<file path="config.mk">
export PLATFORM = sky130hd
export DESIGN_NAME = inst_cache_flat
export DESIGN_NICKNAME = d
export VERILOG_FILES = /design/src/rtl/inst_cache_pkg.sv /design/src/rtl/inst_cache_if.sv /design/src/rtl/inst_cache_array.sv /design/src/rtl/inst_cache.sv /design/src/flat_wrapper.sv
export SDC_FILE = /design/constraint.sdc
export NUM_CORES = 2
export LEC_CHECK = 0
export CAP_MARGIN = 40
export CORE_MARGIN = 5
export CORE_UTILIZATION = 50
export DETAILED_ROUTE_END_ITERATION = 8
export PLACE_DENSITY = 0.72
export SYNTH_ARGS = -nofsm -noshare
export SYNTH_HDL_FRONTEND = slang
export SYNTH_SLANG_ARGS = --single-unit
</file>
<file path="constraint.sdc">
create_clock -name clk -period 6.4 [get_ports clk]
set_input_delay 1.28 -clock clk [delete_from_list [all_inputs] [get_ports clk]]
set_output_delay 1.28 -clock clk [all_outputs]
set_load 0.01 [all_outputs]
</file>
<file path="src/rtl/inst_cache_pkg.sv">
// Shared project types plus the instruction-cache additions (FSM encoding, default size).
package project_types;

   typedef logic        chip_en_t;
   typedef logic [31:0] inst_addr_t;
   typedef logic [31:0] inst_data_t;
   typedef logic [31:0] ram_addr_t;
   typedef logic [31:0] ram_data_t;

   typedef enum logic [1:0] {
      ICACHE_IDLE = 2'd0,
      ICACHE_REQ  = 2'd1,
      ICACHE_WAIT = 2'd2
   } icache_state_t;

   localparam int ICACHE_LINES_DEFAULT = 64;

endpackage

</file>
<file path="src/rtl/inst_cache_if.sv">
// Fetch-side and memory-bus interfaces used by the instruction cache.
interface i_fetch_inst;
   import project_types::*;

   chip_en_t   en;
   inst_addr_t addr;
   inst_data_t data;

   modport master (output en, output addr, input data);
   modport slave  (input en, input addr, output data);
endinterface

interface i_membus;
   import project_types::*;

   chip_en_t  we;
   chip_en_t  ce;
   ram_addr_t addr;
   ram_data_t write;
   ram_data_t read;

   modport master (output we, output ce, output addr, output write, input read);
   modport slave  (input we, input ce, input addr, input write, output read);
endinterface

</file>
<file path="src/rtl/inst_cache_array.sv">
// Direct-mapped line storage: valid/tag/word per line, combinational read, single write port.
module icache_array
   import project_types::*;
#(
   parameter int LINES = ICACHE_LINES_DEFAULT,
   parameter int TAG_W = 24
) (
   input  logic                     clk,
   input  logic                     rst,
   input  logic                     flush,
   input  logic [$clog2(LINES)-1:0] rd_idx,
   output logic                     rd_valid,
   output logic [TAG_W-1:0]         rd_tag,
   output inst_data_t               rd_data,
   input  logic                     wr_en,
   input  logic [$clog2(LINES)-1:0] wr_idx,
   input  logic [TAG_W-1:0]         wr_tag,
   input  inst_data_t               wr_data
);

   logic [LINES-1:0] valid;
   logic [TAG_W-1:0] tags  [LINES];
   inst_data_t       words [LINES];

   // Only the valid bits are control state; tags and words need no reset.
   always_ff @(posedge clk) begin
      if (rst || flush) begin
         valid <= '0;
      end else if (wr_en) begin
         valid[wr_idx] <= 1'b1;
      end
   end

   always_ff @(posedge clk) begin
      if (wr_en) begin
         tags[wr_idx]  <= wr_tag;
         words[wr_idx] <= wr_data;
      end
   end

   assign rd_valid = valid[rd_idx];
   assign rd_tag   = tags[rd_idx];
   assign rd_data  = words[rd_idx];

endmodule

</file>
<file path="src/rtl/inst_cache.sv">
// Direct-mapped single-word-line instruction cache: combinational hit path, one-read refill FSM.
module inst_cache
   import project_types::*;
#(
   parameter int LINES       = ICACHE_LINES_DEFAULT,
   parameter int MEM_LATENCY = 1
) (
   input  logic        clk,
   input  logic        rst,
   i_fetch_inst.slave  fetch,
   i_membus.master     mem,
   input  logic        flush,
   output logic        stall_req
);

   localparam int IDX_W = $clog2(LINES);
   localparam int TAG_W = 30 - IDX_W;

   localparam logic [1:0] S_IDLE = ICACHE_IDLE;
   localparam logic [1:0] S_REQ  = ICACHE_REQ;
   localparam logic [1:0] S_WAIT = ICACHE_WAIT;

   logic [1:0]       state;
   logic [3:0]       cnt;
   logic [29:0]      miss_word;

   logic [IDX_W-1:0] rd_idx;
   logic [TAG_W-1:0] req_tag;
   logic             rd_valid;
   logic [TAG_W-1:0] rd_tag;
   inst_data_t       rd_data;
   logic             lookup_hit;
   logic             hit;
   logic             miss;
   logic             fill;

   assign rd_idx     = fetch.addr[IDX_W+1:2];
   assign req_tag    = fetch.addr[31:IDX_W+2];
   assign lookup_hit = rd_valid && (rd_tag == req_tag);

   // Outputs are forced quiet during the reset cycle, whatever state is held.
   assign hit  = !rst && (state == S_IDLE) && fetch.en && lookup_hit;
   assign miss = !rst && (state == S_IDLE) && fetch.en && !lookup_hit;
   assign fill = !rst && !flush && (state == S_WAIT) && (cnt == 4'd1);

   assign fetch.data = hit ? rd_data : '0;
   assign stall_req  = miss || (!rst && (state != S_IDLE));

   assign mem.ce    = !rst && (state == S_REQ);
   assign mem.we    = 1'b0;
   assign mem.addr  = mem.ce ? {miss_word, 2'b00} : '0;
   assign mem.write = '0;

   icache_array #(
      .LINES (LINES),
      .TAG_W (TAG_W)
   ) u_array (
      .clk      (clk),
      .rst      (rst),
      .flush    (flush),
      .rd_idx   (rd_idx),
      .rd_valid (rd_valid),
      .rd_tag   (rd_tag),
      .rd_data  (rd_data),
      .wr_en    (fill),
      .wr_idx   (miss_word[IDX_W-1:0]),
      .wr_tag   (miss_word[29:IDX_W]),
      .wr_data  (mem.read)
   );

   // Flush aborts any refill and, in an IDLE miss cycle, suppresses the transition.
   always_ff @(posedge clk) begin
      if (rst) begin
         state     <= S_IDLE;
         cnt       <= '0;
         miss_word <= '0;
      end else if (flush) begin
         state <= S_IDLE;
         cnt   <= '0;
      end else begin
         case (state)
            S_IDLE: begin
               if (miss) begin
                  miss_word <= fetch.addr[31:2];
                  state     <= S_REQ;
               end
            end
            S_REQ: begin
               cnt   <= 4'(MEM_LATENCY);
               state <= S_WAIT;
            end
            S_WAIT: begin
               if (cnt == 4'd1) begin
                  state <= S_IDLE;
               end
               cnt <= cnt - 4'd1;
            end
            default: state <= S_IDLE;
         endcase
      end
   end

endmodule

</file>
<file path="src/flat_wrapper.sv">
// flat-port wrapper written by rule: the top's interface ports become plain ports
module inst_cache_flat import project_types::*;
#(
   parameter int LINES       = ICACHE_LINES_DEFAULT,
   parameter int MEM_LATENCY = 1
)
  (clk, rst, flush, stall_req, fetch_en, fetch_addr, fetch_data, mem_we, mem_ce, mem_addr, mem_write, mem_read);
  i_fetch_inst fetch_i ();
  i_membus mem_i ();
  input  logic clk;
  input  logic rst;
  input  logic flush;
  output logic stall_req;
  input wire logic [$bits(fetch_i.en)-1:0] fetch_en;
  input wire logic [$bits(fetch_i.addr)-1:0] fetch_addr;
  output wire logic [$bits(fetch_i.data)-1:0] fetch_data;
  output wire logic [$bits(mem_i.we)-1:0] mem_we;
  output wire logic [$bits(mem_i.ce)-1:0] mem_ce;
  output wire logic [$bits(mem_i.addr)-1:0] mem_addr;
  output wire logic [$bits(mem_i.write)-1:0] mem_write;
  input wire logic [$bits(mem_i.read)-1:0] mem_read;
  assign fetch_i.en = fetch_en;
  assign fetch_i.addr = fetch_addr;
  assign fetch_data = fetch_i.data;
  assign mem_we = mem_i.we;
  assign mem_ce = mem_i.ce;
  assign mem_addr = mem_i.addr;
  assign mem_write = mem_i.write;
  assign mem_i.read = mem_read;
  inst_cache #(.LINES(LINES), .MEM_LATENCY(MEM_LATENCY)) u_core (.clk(clk), .rst(rst), .fetch(fetch_i), .mem(mem_i), .flush(flush), .stall_req(stall_req));
endmodule
</file>
# Word-level counts from Yosys, hierarchy flattened
# Memories as Yosys holds them, arrays and structs flattened.
# Cells that the tools add are included.
dict set report classes {
  n_lt_le_gt_ge 3
  add_sub_neg 1
  n_eq_ne 6
  muxes 12
  n_bitwise 2
  n_reduce_logical 22
}
# cell n
set op_table {}
lappend op_table {{32-bit two-way mux} 2}
lappend op_table {{64-bit bitwise OR} 1}
lappend op_table {{24-bit == test} 1}
lappend op_table {{6-bit by 7-bit < comparator with 1-bit output (second input constant)} 2}
lappend op_table {{1-bit logical AND} 11}
lappend op_table {{4-bit one-hot mux with 2 select lines} 1}
lappend op_table {{1-bit binary-select mux with 6-bit select} 1}
lappend op_table {{1-bit demux with 6-bit select} 1}
lappend op_table {{6-bit by 1-bit greater-or-equal comparator with 1-bit output (second input constant)} 1}
lappend op_table {{2-bit one-hot mux with 3 select lines} 1}
lappend op_table {{4-bit by 1-bit == test with 1-bit output (second input constant)} 1}
lappend op_table {{1-bit two-way mux} 4}
lappend op_table {{2-bit two-way mux} 2}
lappend op_table {{2-bit nonzero test} 2}
lappend op_table {{4-bit by 1-bit subtractor with 4-bit output (second input constant)} 1}
lappend op_table {{1-bit logical NOT} 3}
lappend op_table {{3-bit AND reduction} 1}
lappend op_table {{2-bit by 1-bit == test with 1-bit output (second input constant)} 1}
lappend op_table {{2-bit == test (second input constant)} 1}
lappend op_table {{2-bit logical NOT} 1}
lappend op_table {{1-bit logical OR} 2}
lappend op_table {{2-bit by 1-bit != test with 1-bit output (second input constant)} 1}
lappend op_table {{2-bit != test (second input constant)} 1}
lappend op_table {{2-bit AND reduction} 1}
lappend op_table {{2 further kinds} 2}
dict set report totals {
  n_memories 2
  out_inout_bits 99
  ff_bits 100
  mem_bits_rw 3584
  input_bits 68
  word_cells 52
}
# name depth word_bits read_ports rd_ports_with_merged_regs write_ports line
set memory_table {}
lappend memory_table {u_core.u_array.words 64 32 1 0 1 inst_cache_array.sv:23} ;# inst_data_t words [LINES];
lappend memory_table {u_core.u_array.tags 64 24 1 0 1 inst_cache_array.sv:22} ;# logic [TAG_W-1:0] tags [LINES];

# Depth between registers and ports, before layout
dict set report logic_depth {
  ltp_word 7
  ltp_mapped 19
  mapped_depth_nobuf 11
}

# By module
# A second synthesis with hierarchy kept.
dict set report unflattened {
  hier_cells 6229
  hier_area_um2 141107.8
}
# mod cells_each n_inst area_per_inst_um2 seq_area_each_um2
set modules_own_cells {}
lappend modules_own_cells {icache_array 5941 1 138430.3 108904.4}
lappend modules_own_cells {inst_cache 288 1 2677.6 720.7}

# Least setup slack after synthesis
# OpenSTA, ideal clock, no wires.
dict set report synth_timing {
  kind {input to output}
  startpoint {input fetch_addr[2]}
  endpoint {output fetch_data[10]}
  t_required_ns 5.120
  path_stages 12
  arrival_time_ns 4.533
  slack_ns 0.587
  n_path_buf 8
  cell_sequence {buf_6 -> buf_6 -> buf_6 -> buf_6 -> buf_4 -> buf_4 -> clkbuf_1 -> buf_2 -> mux4_2 -> mux4_2 -> mux4_2 -> and3_1}
}
dict set report synth_via {
  elab_chain_len 5
  elab_cells_between_ends 8
  cone_classes {eq/ne: 1; mux: 3; reduce/logical: 2; memory: 2}
}
# element line
set synth_rtl {}
lappend synth_rtl {{from (decl)} flat_wrapper.sv:15} ;# input wire logic [$bits(fetch_i.addr)-1:0] fetch_addr;
lappend synth_rtl {{memory 64 x 24 bit or 1-bit binary-select mux with 6-bit select (tied branches)} --}
lappend synth_rtl {{24-bit == test or 1-bit two-way mux (tied branches)} {inst_cache.sv:39, inst_cache_array.sv:41}}
lappend synth_rtl {{1-bit logical AND} inst_cache.sv:39} ;# assign lookup_hit = rd_valid && (rd_tag == req_tag);
lappend synth_rtl {{1-bit logical AND} inst_cache.sv:42} ;# assign hit = !rst && (state == S_IDLE) && fetch.en && lookup_hit;
lappend synth_rtl {{32-bit two-way mux *} inst_cache.sv:46} ;# assign fetch.data = hit ? rd_data : '0;
lappend synth_rtl {{to (decl)} flat_wrapper.sv:16} ;# output wire logic [$bits(fetch_i.data)-1:0] fetch_data;
# Every way passes the cells marked *; elsewhere a longest branch is shown, timed or not. The select of a mux whose other input is x is not followed.

# Worst setup path after layout
dict set report layout_timing {
  startpoint {input fetch_addr[2]}
  endpoint {output fetch_data[26]}
}
# The elaborated chain is that of the path after synthesis.

==> flow_metrics.py <==
metrics = {
    "clock_network": {
        "clock_latency_ns": 0.91,
        "clockRootBuffer": "clkbuf_16",
        "cts_hold_buf": 0,
        "cts_sinks": 3684,
        "numCtsBuffers": 353,
        "clockBufferDepth": 4,
        "clk_pin_slew_ns": 0.06,
        "cts_tree": "done",
        "htree_levels": 5,
    },
    "logic_synthesis": {
        "async_flop_share_pct": 0,
        "ys_types": 74,
        "synth_edf_count": 3584,
        "ys_ff_latch": 3684,
        "synthAdderAreaFrac_pct": 0.0528,
        "synthXorXnorAreaFrac_pct": 0.148,
        "synth_area_leader_cell": "edfxtp_1",
        "synth.most_common_cell": "edfxtp_1",
        "synth_area_mm2": 0.142,
        "synth_simple_gate_area_share_pct": 2.15,
        "synth_top_family_by_area": "multiplexers",
        "synth-compound-area-share_pct": 1.42,
        "muxShareOfSynthArea_pct": 17.5,
        "syn_area_per_cell_um2": 22.5,
        "ys_seq_area_share_pct": 77.1,
        "yosys-top-cells-count": "edfxtp_1 (3,584), mux4_2 (941), mux2i_1 (306)",
        "synth-main-ff-cell": "edfxtp_1",
        "synth_cells": 6312,
        "ys_top_cells_by_area": "edfxtp_1 (76%), mux4_2 (15%), mux2i_1 (2.2%)",
        "synth_top_area_share_pct": 75.7,
        "synth-warning-count": 0,
    },
    "global_routing": {
        "grt_pass1_vias": 72100,
        "grt_max_degree": 125,
        "overflow": 0,
        "antenna_found_initial": 27,
        "grt_pass1_wl_mm": 559,
        "grt.total_usage_pct": 27.1,
    },
    "setup_path": {
        "required_ns": 5.12,
        "crit_top_cell": "buf_4",
        "rr_startpoint": "u_core.u_array.tags[43][3]",
        "crit_path_start_kind": "primary input",
        "slowest_delay_ns": 0.52,
        "crit_path_max_fanout": 6,
        "worstSetupEndpoint": "fetch_data[26]",
        "end_kind": "output port",
        "r2r_slack_ns": 2.00,
        "crit_chain": "buf_16 > buf_16 > buf_4 > mux4_2 > mux2i_1 > o22ai_1 > a211oi_1 > nand3_1 > xnor2_1 > buf_4 > o2111a_1 > and4_4 > buf_12 > nand2_8 > a311oi_2 > buf_4 > buf_4",
        "crit-reg2reg-capture": "u_core.miss_word[20]",
        "arrival_ns": 5.20,
        "path_class": "primary input to output port",
        "crit_start": "fetch_addr[2]",
        "cp_slowest_cell": "mux4_2",
        "ff2ff_path_depth": 17,
    },
    "placement": {
        "dp_hpwl_mm": 216,
        "dp.cells": 10400,
        "dp_slack_ns": -0.714,
        "io_buffer_count": 129,
        "place_congestion": 0.882,
    },
    "sta": {
        "rsz0062_at_grt": "true",
        "fin_ws_ns": -0.0752,
        "slew_viol_final": 0,
        "fmax_ghz": 0.154,
        "max_slew_margin_pct": 33.2,
        "final.setup_skew_ns": 0.0508,
        "setup_violations": 1,
        "tightest_slew_ns": 1.00,
        "fin_tns_setup_ns": -0.0752,
        "post-route-period-util_pct": 101,
        "holdWs_ns": 0.473,
        "finalHoldViolCount": 0,
        "finalCriticalPeriod_ns": 6.48,
    },
    "routing": {
        "drt-vias-per-instance": 6.61,
        "ant_nets": 0,
        "drt_iter0_markers": 12600,
        "wl_mm": 404,
        "wl_per_cell_um": 36.5,
        "dr.pass1.iters": 6,
        "drc": 0,
        "dr_total_vias": 73300,
    },
    "cells_and_area": {
        "nets": 7134,
        "drive_gt1_share_pct": 31.2,
        "fin_cells": 11100,
        "fill_cells": 19500,
        "area.growth.synth_to_final_pct": 16.0,
    },
    "die": {
        "die_h_um": 543,
        "core-area_mm2": 0.283,
        "boundaryPins": 167,
        "start_util_pct": 50.3,
        "dieArea_mm2": 0.295,
        "row_count": 195,
        "die_x_um": 543,
    },
    "power_and_ir_drop": {
        "power_leakage_uw": 0.0544,
        "p_per_area_mw_per_mm2": 300,
        "power.switching_uw": 10200,
        "power_frac_comb_pct": 5.0,
        "p_int_uw": 39200,
        "seq_power_share_pct": 53.6,
        "vdd.ir_drop.worst_v": 0.000282,
        "swShare_pct": 20.6,
        "p_clk_share_pct": 41.4,
    },
    "run_status": {
        "status": "finished, violations left",
        "violations": "setup timing",
    },
    "run": {
        "maxCapViolCount": 0,
    },
    "worst_hold_path": {
        "worstHoldPathType": "register to register",
    },
}
-- registers in the layout, indices dropped and copies added, names as in the netlist --
signal and cells:
u_core.u_array.valid 64, u_core.miss_word 30, u_core.cnt 4, u_core.state 2, u_core.u_array.tags 1536, u_core.u_array.words 2048
-- per-layer routing --
metal | share of wire (%) | track usage (%)
met1 | 36 | 38.0
met3 | 14 | 7.05
met2 | 46 | 41.4
met5 | 0.023 | 0
met4 | 4.6 | 10.4
-- power groups by stage --
stage                     Clock, uW  Combinational (uW)  Sequential (uW)
final                         20400                2480            26500
after global placement            0                2190            27100
after detailed placement          0                2360            27000
after global routing          21700                2610            26500
after CTS                     20600                2420            26500
after floorplan                   0                1320            27100
-- critical path, delay by kind of cell --
kind | cells | cell delay [ns]
and+or+nand+nor | 3 | 0.75
muxes | 2 | 0.82
AOI/OAI and AO/OA | 4 | 0.97
buffers and inverters | 7 | 1.08
xor gates and xnor gates | 1 | 0.23
-- timing repair --
action | 4_1_cts | 5_1_grt
gates cloned | 4 | 7
setup buffers | 10 | 14
gates resized for setup | 117 | 68
endpoints found under the setup margin | 33 | 33
pin swaps | 11 | 19
-- cells in the final DEF (no fill, tap or decap), types with 31 or more instances in the layout --
cell             netlist  final
clkinv_2               0     65
bufinv_16              0     33
and3_1                37     36
and2_1                37     37
clkbuf_16              0    367
edfxtp_1            3584   3584
o22ai_1               44     43
nor2b_1               38     33
buf_12                 5    146
nor2_4                 0     66
dfxtp_1              100     76
a21oi_1               34     33
clkinv_1               0     59
buf_4                 76    406
nand2_1              109    109
conb_1                 1     35
a22oi_1               93     93
nand3_1               60     59
buf_2                119     31
mux2i_1              306    302
clkbuf_1              94     81
mux4_2               941    941
clkdlybuf4s50_1        0     64
nor2_1               243    176
-- cells by family (layout without fill, tap and decap cells) --
| kind of cell | count (synthesis) | count (layout) |
|---|---|---|
| flip-flops | 3684 | 3684 |
| multiplexers | 1299 | 1299 |
| AND/OR/NAND/NOR | 635 | 635 |
| buffers and inverters | 383 | 1363 |
| AO/OA/AOI/OAI | 280 | 280 |
| XOR/XNOR | 24 | 24 |
| adder cells (fa/ha/maj) | 6 | 6 |
| other | 1 | 50 |
-- final cells by class --
class | instances | area, um2 | share of cell area [%]
timing repair buffer | 730 | 8140 | 4.94
clock inverter | 175 | 1740 | 1.06
clock buffer | 446 | 9390 | 5.70
antenna | 15 | 37.5 | 0.0228
sequential | 3684 | 110000 | 66.5
inverter | 12 | 56.3 | 0.0341
multi-input combinational | 2279 | 31200 | 18.9
tap | 3743 | 4680 | 2.84
-- worst min path at each step --
stage | from | to | slack (ns) | cells past startpoint
final | u_core.u_array.valid[45] | u_core.u_array.valid[45] | 0.47 | 2
after floorplan | u_core.u_array.valid[10] | u_core.u_array.valid[10] | 0.43 | 2
after CTS | u_core.u_array.valid[28] | u_core.u_array.valid[28] | 0.47 | 2
after detailed placement | u_core.u_array.valid[28] | u_core.u_array.valid[28] | 0.46 | 2
after global routing | u_core.u_array.valid[33] | u_core.u_array.valid[33] | 0.50 | 2
after global placement | u_core.u_array.valid[63] | u_core.u_array.valid[63] | 0.44 | 2
-- stage by stage --
stage	utilization [%]	power [uW]	instance area, um2
final	58.4	49400	165000
after detailed placement	54.0	29400	153000
after CTS	58.1	49500	164000
after floorplan	-	28400	142000
after global placement	53.7	29300	152000
after global routing	58.4	50800	165000
Power figures use the tool's default switching activity.
